--- config.mk ---
export PLATFORM = sky130hd
export DESIGN_NAME = multicycle_sequencer_flat
export DESIGN_NICKNAME = d
export VERILOG_FILES = /design/src/rtl/seq_pkg.sv /design/src/rtl/multicycle_sequencer_if.sv /design/src/rtl/mem_wait_timer.sv /design/src/rtl/multicycle_sequencer.sv /design/src/flat_wrapper.sv
export SDC_FILE = /design/constraint.sdc
export NUM_CORES = 1
export LEC_CHECK = 0
export ABC_AREA = 0
export BUFFER_PORTS_ARGS = -buffer_cell sky130_fd_sc_hd__buf_4
export CELL_PAD_IN_SITES_DETAIL_PLACEMENT = 1
export CELL_PAD_IN_SITES_GLOBAL_PLACEMENT = 2
export CORE_UTILIZATION = 31
export CTS_CLUSTER_DIAMETER = 30
export CTS_CLUSTER_SIZE = 14
export DETAILED_ROUTE_END_ITERATION = 6
export PLACE_DENSITY = 0.81
export SKIP_CTS_REPAIR_TIMING = 1
export SLEW_MARGIN = 30
export SYNTH_ARGS = -nofsm -noshare
export SYNTH_HDL_FRONTEND = slang
export SYNTH_HIERARCHICAL = 1
export SYNTH_SLANG_ARGS = --single-unit
--- constraint.sdc ---
create_clock -name clk -period 3.4 [get_ports clk]
set_clock_uncertainty 0.05 [all_clocks]
set_input_delay 0.17 -clock clk [delete_from_list [all_inputs] [get_ports clk]]
set_output_delay 0.17 -clock clk [all_outputs]
set_load 0.05 [all_outputs]
--- src/rtl/seq_pkg.sv ---
// seq_pkg: state encodings, opcode constants and error codes shared by the multi-cycle sequencer
package seq_pkg;
  typedef enum logic [2:0] {
    S_IDLE   = 3'd0,
    S_FETCH  = 3'd1,
    S_DECODE = 3'd2,
    S_EXEC   = 3'd3,
    S_MEM    = 3'd4,
    S_WB     = 3'd5,
    S_TRAP   = 3'd7
  } state_t;
  localparam logic [6:0] OP_R      = 7'b0110011;
  localparam logic [6:0] OP_I      = 7'b0010011;
  localparam logic [6:0] OP_LOAD   = 7'b0000011;
  localparam logic [6:0] OP_STORE  = 7'b0100011;
  localparam logic [6:0] OP_BRANCH = 7'b1100011;
  localparam logic [1:0] ERR_NONE  = 2'b00;
  localparam logic [1:0] ERR_TMO   = 2'b01;
  localparam logic [1:0] ERR_ILL   = 2'b10;
  function automatic logic op_legal(input logic [6:0] op);
    return op inside {OP_R, OP_I, OP_LOAD, OP_STORE, OP_BRANCH};
  endfunction
endpackage

--- src/rtl/multicycle_sequencer_if.sv ---
// multicycle_sequencer_if: instruction/data memory handshake bundle
// master = sequencer (drives req/ir_write/we), slave = memory side (drives ready)
interface multicycle_sequencer_if;
  logic imem_req;
  logic imem_ready;
  logic ir_write;
  logic dmem_req;
  logic dmem_we;
  logic dmem_ready;
  modport master (output imem_req, ir_write, dmem_req, dmem_we, input imem_ready, dmem_ready);
  modport slave  (input imem_req, ir_write, dmem_req, dmem_we, output imem_ready, dmem_ready);
endinterface

--- src/rtl/mem_wait_timer.sv ---
// mem_wait_timer: counts request cycles without ready, flags the MEM_TIMEOUT-th one
// ports: clk, rst (async high), clear (restart at 0), count_en (req without ready), expired
module mem_wait_timer #(
  parameter int MEM_TIMEOUT = 16,
  parameter int CNT_W       = 8
) (
  input  logic clk,
  input  logic rst,
  input  logic clear,
  input  logic count_en,
  output logic expired
);
  logic [CNT_W-1:0] cnt_q, cnt_d;
  always_comb cnt_d = clear ? '0 : count_en ? cnt_q + 1'b1 : cnt_q;
  always_ff @(posedge clk or posedge rst)
    if (rst) cnt_q <= '0;
    else     cnt_q <= cnt_d;
  // cnt_q holds the number of earlier stalled cycles, so this is the MEM_TIMEOUT-th one
  assign expired = count_en && (cnt_q == CNT_W'(MEM_TIMEOUT - 1));
endmodule

--- src/rtl/multicycle_sequencer.sv ---
// multicycle_sequencer: phase FSM gating RV32I decode strobes into one-phase-at-a-time enables
// ports: clk, rst (async high), start, halt_req, opcode, dec_* strobes, branch_taken,
//        mem (imem/dmem handshake), reg_we, pc_write, pc_sel, busy, trap, err_code, state_o, instret
module multicycle_sequencer
  import seq_pkg::*;
#(
  parameter int MEM_TIMEOUT = 16,
  parameter int CNT_W       = 8
) (
  input  logic                          clk,
  input  logic                          rst,
  input  logic                          start,
  input  logic                          halt_req,
  input  logic [6:0]                    opcode,
  input  logic                          dec_memread,
  input  logic                          dec_memwrite,
  input  logic                          dec_regwrite,
  input  logic                          dec_branch,
  input  logic                          branch_taken,
  multicycle_sequencer_if.master        mem,
  output logic                          reg_we,
  output logic                          pc_write,
  output logic                          pc_sel,
  output logic                          busy,
  output logic                          trap,
  output logic [1:0]                    err_code,
  output logic [2:0]                    state_o,
  output logic [31:0]                   instret
);
  state_t      state_q, state_d;
  logic [1:0]  err_q, err_d;
  logic [31:0] instret_q, instret_d;
  logic        retire, expired, wait_en, wait_clr;
  // FETCH and MEM never overlap, so one timer serves both
  assign wait_en  = (state_q == S_FETCH && !mem.imem_ready) || (state_q == S_MEM && !mem.dmem_ready);
  assign wait_clr = (state_d == S_FETCH || state_d == S_MEM) && state_d != state_q;
  mem_wait_timer #(.MEM_TIMEOUT(MEM_TIMEOUT), .CNT_W(CNT_W)) u_timer (
    .clk      (clk),
    .rst      (rst),
    .clear    (wait_clr),
    .count_en (wait_en),
    .expired  (expired)
  );
  always_comb begin
    state_d      = state_q;
    err_d        = err_q;
    retire       = 1'b0;
    mem.imem_req = 1'b0;
    mem.ir_write = 1'b0;
    mem.dmem_req = 1'b0;
    mem.dmem_we  = 1'b0;
    reg_we       = 1'b0;
    pc_write     = 1'b0;
    pc_sel       = 1'b0;
    case (state_q)
      S_IDLE: state_d = start ? S_FETCH : S_IDLE;
      S_FETCH: begin
        mem.imem_req = 1'b1;
        mem.ir_write = mem.imem_ready;
        if (mem.imem_ready) state_d = S_DECODE;
        else if (expired) begin
          state_d = S_TRAP;
          err_d   = ERR_TMO;
        end
      end
      S_DECODE:
        if (op_legal(opcode)) state_d = S_EXEC;
        else begin
          state_d = S_TRAP;
          err_d   = ERR_ILL;
        end
      S_EXEC:
        if (dec_branch) begin
          pc_write = 1'b1;
          pc_sel   = branch_taken;
          retire   = 1'b1;
        end else state_d = (dec_memread || dec_memwrite) ? S_MEM : S_WB;
      S_MEM: begin
        mem.dmem_req = 1'b1;
        mem.dmem_we  = dec_memwrite;
        if (mem.dmem_ready) begin
          if (dec_memwrite) begin
            pc_write = 1'b1;
            retire   = 1'b1;
          end else state_d = S_WB;
        end else if (expired) begin
          state_d = S_TRAP;
          err_d   = ERR_TMO;
        end
      end
      S_WB: begin
        reg_we   = dec_regwrite;
        pc_write = 1'b1;
        retire   = 1'b1;
      end
      default: state_d = S_TRAP;
    endcase
    if (retire) state_d = halt_req ? S_IDLE : S_FETCH;
    instret_d = instret_q + 32'(retire);
  end
  always_ff @(posedge clk or posedge rst)
    if (rst) begin
      state_q   <= S_IDLE;
      err_q     <= ERR_NONE;
      instret_q <= '0;
    end else begin
      state_q   <= state_d;
      err_q     <= err_d;
      instret_q <= instret_d;
    end
  assign busy     = state_q != S_IDLE && state_q != S_TRAP;
  assign trap     = state_q == S_TRAP;
  assign err_code = err_q;
  assign state_o  = state_q;
  assign instret  = instret_q;
endmodule

--- src/flat_wrapper.sv ---
// flat-port wrapper written by rule: the top's interface ports become plain ports
module multicycle_sequencer_flat import seq_pkg::*;
#(
  parameter int MEM_TIMEOUT = 16,
  parameter int CNT_W       = 8
)
  (clk, rst, start, halt_req, opcode, dec_memread, dec_memwrite, dec_regwrite, dec_branch, branch_taken, reg_we, pc_write, pc_sel, busy, trap, err_code, state_o, instret, mem_imem_req, mem_ir_write, mem_dmem_req, mem_dmem_we, mem_imem_ready, mem_dmem_ready);
  multicycle_sequencer_if mem_i ();
  input  logic clk;
  input  logic rst;
  input  logic start;
  input  logic halt_req;
  input  logic [6:0] opcode;
  input  logic dec_memread;
  input  logic dec_memwrite;
  input  logic dec_regwrite;
  input  logic dec_branch;
  input  logic branch_taken;
  output logic reg_we;
  output logic pc_write;
  output logic pc_sel;
  output logic busy;
  output logic trap;
  output logic [1:0] err_code;
  output logic [2:0] state_o;
  output logic [31:0] instret;
  output wire logic [$bits(mem_i.imem_req)-1:0] mem_imem_req;
  output wire logic [$bits(mem_i.ir_write)-1:0] mem_ir_write;
  output wire logic [$bits(mem_i.dmem_req)-1:0] mem_dmem_req;
  output wire logic [$bits(mem_i.dmem_we)-1:0] mem_dmem_we;
  input wire logic [$bits(mem_i.imem_ready)-1:0] mem_imem_ready;
  input wire logic [$bits(mem_i.dmem_ready)-1:0] mem_dmem_ready;
  assign mem_imem_req = mem_i.imem_req;
  assign mem_ir_write = mem_i.ir_write;
  assign mem_dmem_req = mem_i.dmem_req;
  assign mem_dmem_we = mem_i.dmem_we;
  assign mem_i.imem_ready = mem_imem_ready;
  assign mem_i.dmem_ready = mem_dmem_ready;
  multicycle_sequencer #(.MEM_TIMEOUT(MEM_TIMEOUT), .CNT_W(CNT_W)) u_core (.clk(clk), .rst(rst), .start(start), .halt_req(halt_req), .opcode(opcode), .dec_memread(dec_memread), .dec_memwrite(dec_memwrite), .dec_regwrite(dec_regwrite), .dec_branch(dec_branch), .branch_taken(branch_taken), .mem(mem_i), .reg_we(reg_we), .pc_write(pc_write), .pc_sel(pc_sel), .busy(busy), .trap(trap), .err_code(err_code), .state_o(state_o), .instret(instret));
endmodule
==> impl_metrics.json <==
{
  "synth_nets": 234,
  "hp-class": "primary input to register",
  "drv_cap": 0,
  "holdPathStages": 3,
  "critPathKind": "register to register",
  "grt_overflow": 0,
  "synth_edf_count": 0,
  "netlist_instances": 213,
  "clk_path_buf_depth": 2,
  "numPortBuffers": 63,
  "dieArea_um2": 7490,
  "cp.arrival_ns": 3.17,
  "die-height_um": 86.5,
  "wl_met2_mm": 2.64,
  "period_minus_slack_ns": 3.02,
  "first_global_vias": 1880,
  "post-dp-hpwl_mm": 4.15,
  "tightest_slew_ns": 0.624,
  "yosys_register_bits": 45,
  "clkLatencyLatePin_ns": 0.31,
  "synth-main-ff-cell": "dfrtp_1",
  "wl_per_cell_um": 14.5,
  "die_w_um": 86.5,
  "numCtsBuffers": 5,
  "cp-end-kind": "register",
  "cts.clk_slew.worst_paths_ns": 0.09,
  "synthArstFlopShare": 1.00,
  "synthSimpleGateAreaFrac": 0.227,
  "grt_pass1_wl_mm": 9.12,
  "r2r_cells": 12,
  "final_cell_mix": "buf_4 (68), dfrtp_1 (45), xnor2_1 (26)",
  "grt_max_degree": 38,
  "gp_congestion": 0.750,
  "synth_cell_types": 42,
  "fmax_mhz": 331,
  "critPathLaunchType": "register",
  "clock_sinks": 45,
  "syn_to_final_growth_pct": 31.5,
  "wl_met1_mm": 2.50,
  "core_um2": 6830,
  "synthAdderAreaFrac": 0.0169,
  "dr.first_iter.drc_count": 85,
  "leakagePower_nw": 1.39,
  "muxShareOfSynthArea": 0.0136,
  "critical_path_peak_fanout": 11,
  "synth_top_area_frac": 0.508,
  "drtAntennaViolNets": 0,
  "final_max_slew_viol_count": 0,
  "firstDrtPassIters": 4,
  "finalNetCount": 304,
  "ys_seq_area_frac": 0.508,
  "antenna_found_initial": 0,
  "synth_top_family_by_area": "simple AND/OR/NAND/NOR gates",
  "drc_errors": 0,
  "fin_tns_setup_ns": 0,
  "synth_area_leaders": "dfrtp_1 (51%), xnor2_1 (10%), nand2_1 (3.2%)",
  "grtUsageTotal": 0.155,
  "synth_area_um2": 2220,
  "syn_avg_cell_area_um2": 10.4,
  "met3_length_um": 280,
  "finalNonFillerCells": 380,
  "power_density_nw_per_um2": 664,
  "yosys.area.top_type": "dfrtp_1",
  "via_count": 1848,
  "routed_wl_mm": 5.51,
  "clock-root-buffer": "clkbuf_8",
  "cts_tree": "done",
  "synth_compound_area_frac": 0.0700,
  "synth_xor_xnor_area_share": 0.134,
  "fillers": 814,
  "status": "finished clean",
  "peakVddDrop_v": 0.000318,
  "yosys_warnings": 6,
  "critPathRequiredTime_ns": 3.55,
  "vias_per_cell": 4.86,
  "place_inst": 371,
  "setup_viol": 0,
  "final_common_cell": "buf_4",
  "relSlewSlack": 0.581,
  "io_pins": 64,
  "drive_gt1_frac": 0.278,
  "diodes": 0,
  "hold_viol": 0,
  "period_share": 0.890,
  "initial_utilization": 0.324,
  "topRoutingLayerUsed": "met4",
  "rsz0062_at_grt": "false",
  "num_rows": 30,
  "htreeDepth": 2
}
==> final timing paths <==
| kind | startpoint | to | slack, ns |
|---|---|---|---|
| worst max register to register | u_core/state_o[2]$_DFF_PP0_ | u_core/u_timer/cnt_q[0]$_DFFE_PP0P_ | 0.38 |
| max in group asynchronous | rst | u_core/instret[5]$_DFF_PP0_ | 2.47 |
| worst min-delay path | halt_req | u_core/state_o[0]$_DFF_PP0_ | 0.1 |
| worst min register to register | u_core/instret[31]$_DFF_PP0_ | u_core/instret[31]$_DFF_PP0_ | 0.44 |
| min in group asynchronous | rst | u_core/u_timer/cnt_q[5]$_DFFE_PP0P_ | 0.32 |
| worst max-delay path | u_core/state_o[2]$_DFF_PP0_ | u_core/u_timer/cnt_q[0]$_DFFE_PP0P_ | 0.38 |
==> through the flow <==
step / setup slack (ns) / util / hold slack, ns / power, W / cell area, um2
final: 0.375 / 0.426 / 0.0983 / 0.00193 / 2910
after global routing: 0.0435 / 0.426 / 0.100 / 0.00204 / 2910
after detailed placement: 0.389 / 0.412 / 0.102 / 0.00161 / 2820
after global placement: 0.484 / 0.412 / 0.102 / 0.00160 / 2820
after CTS: 0.360 / 0.425 / -0.234 / 0.00196 / 2900
after floorplan: 0.180 / - / -0.0643 / 0.00132 / 2220
==> logic make-up (layout without fill, tap and decap cells) <==
logic type               count (synthesis)  after routing
multiplexers                             3              3
AO/OA/AOI/OAI                           24             24
AND/OR/NAND/NOR                         91             91
buffers and inverters                   13             84
adder cells (fa/ha/maj)                  3              3
XOR/XNOR                                34             34
flip-flops                              45             45
==> flip-flops by register name, summed over array words and instances, names as in the netlist <==
signal,cells
u_core/err_code,2
u_core/state_o,3
u_core/instret,32
u_core/u_timer/cnt_q,8
==> routing by layer <==
layer / track usage / vias to the layer above
li1: - / 886
met1: 0.200 / 906
met2: 0.260 / 48
met3: 0.0295 / 8
met4: 0.0545 / 0
met5: 0 / -
==> Yosys cell counts (2+ instances only) <==
master / number
dfrtp_1: 45
xnor2_1: 26
nand2_1: 19
nand3_1: 14
nor2_1: 14
a21oi_1: 9
nand4_1: 8
xor2_1: 8
o21ai_0: 7
and4_1: 6
inv_1: 6
and2_1: 5
and3_1: 5
or3_1: 4
ha_1: 3
mux2i_1: 3
nand2b_1: 3
nor3_1: 3
buf_4: 2
==> critical path, stage by stage, from the launching register on <==
cell and delay, ns:
dfrtp_1 0.55, inv_2 0.15, or3_1 0.34, a21oi_1 0.21, nand4_1 0.16, nor2_1 0.27
nor4bb_1 0.34, inv_1 0.08, a21oi_1 0.15, o31a_1 0.18, mux2i_1 0.19, buf_4 0.18
nor2_1 0.06
==> report_power, final <==
part	switching [W]	internal [W]	total, W
Clock	0.000195	0.000145	0.000340
Sequential	0.0000869	0.000595	0.000682
Combinational	0.000608	0.000305	0.000913
Total	0.000889	0.00105	0.00193
==> final cells by class <==
type | instances | area [um2] | share of cell area
timing repair buffer | 69 | 520 | 0.179
multi-input combinational | 155 | 1030 | 0.354
tap | 96 | 120 | 0.0412
clock inverter | 2 | 15.0 | 0.00515
inverter | 7 | 26.3 | 0.00902
sequential | 45 | 1130 | 0.387
clock buffer | 6 | 72.6 | 0.0249
Power figures use the tool's default switching activity.
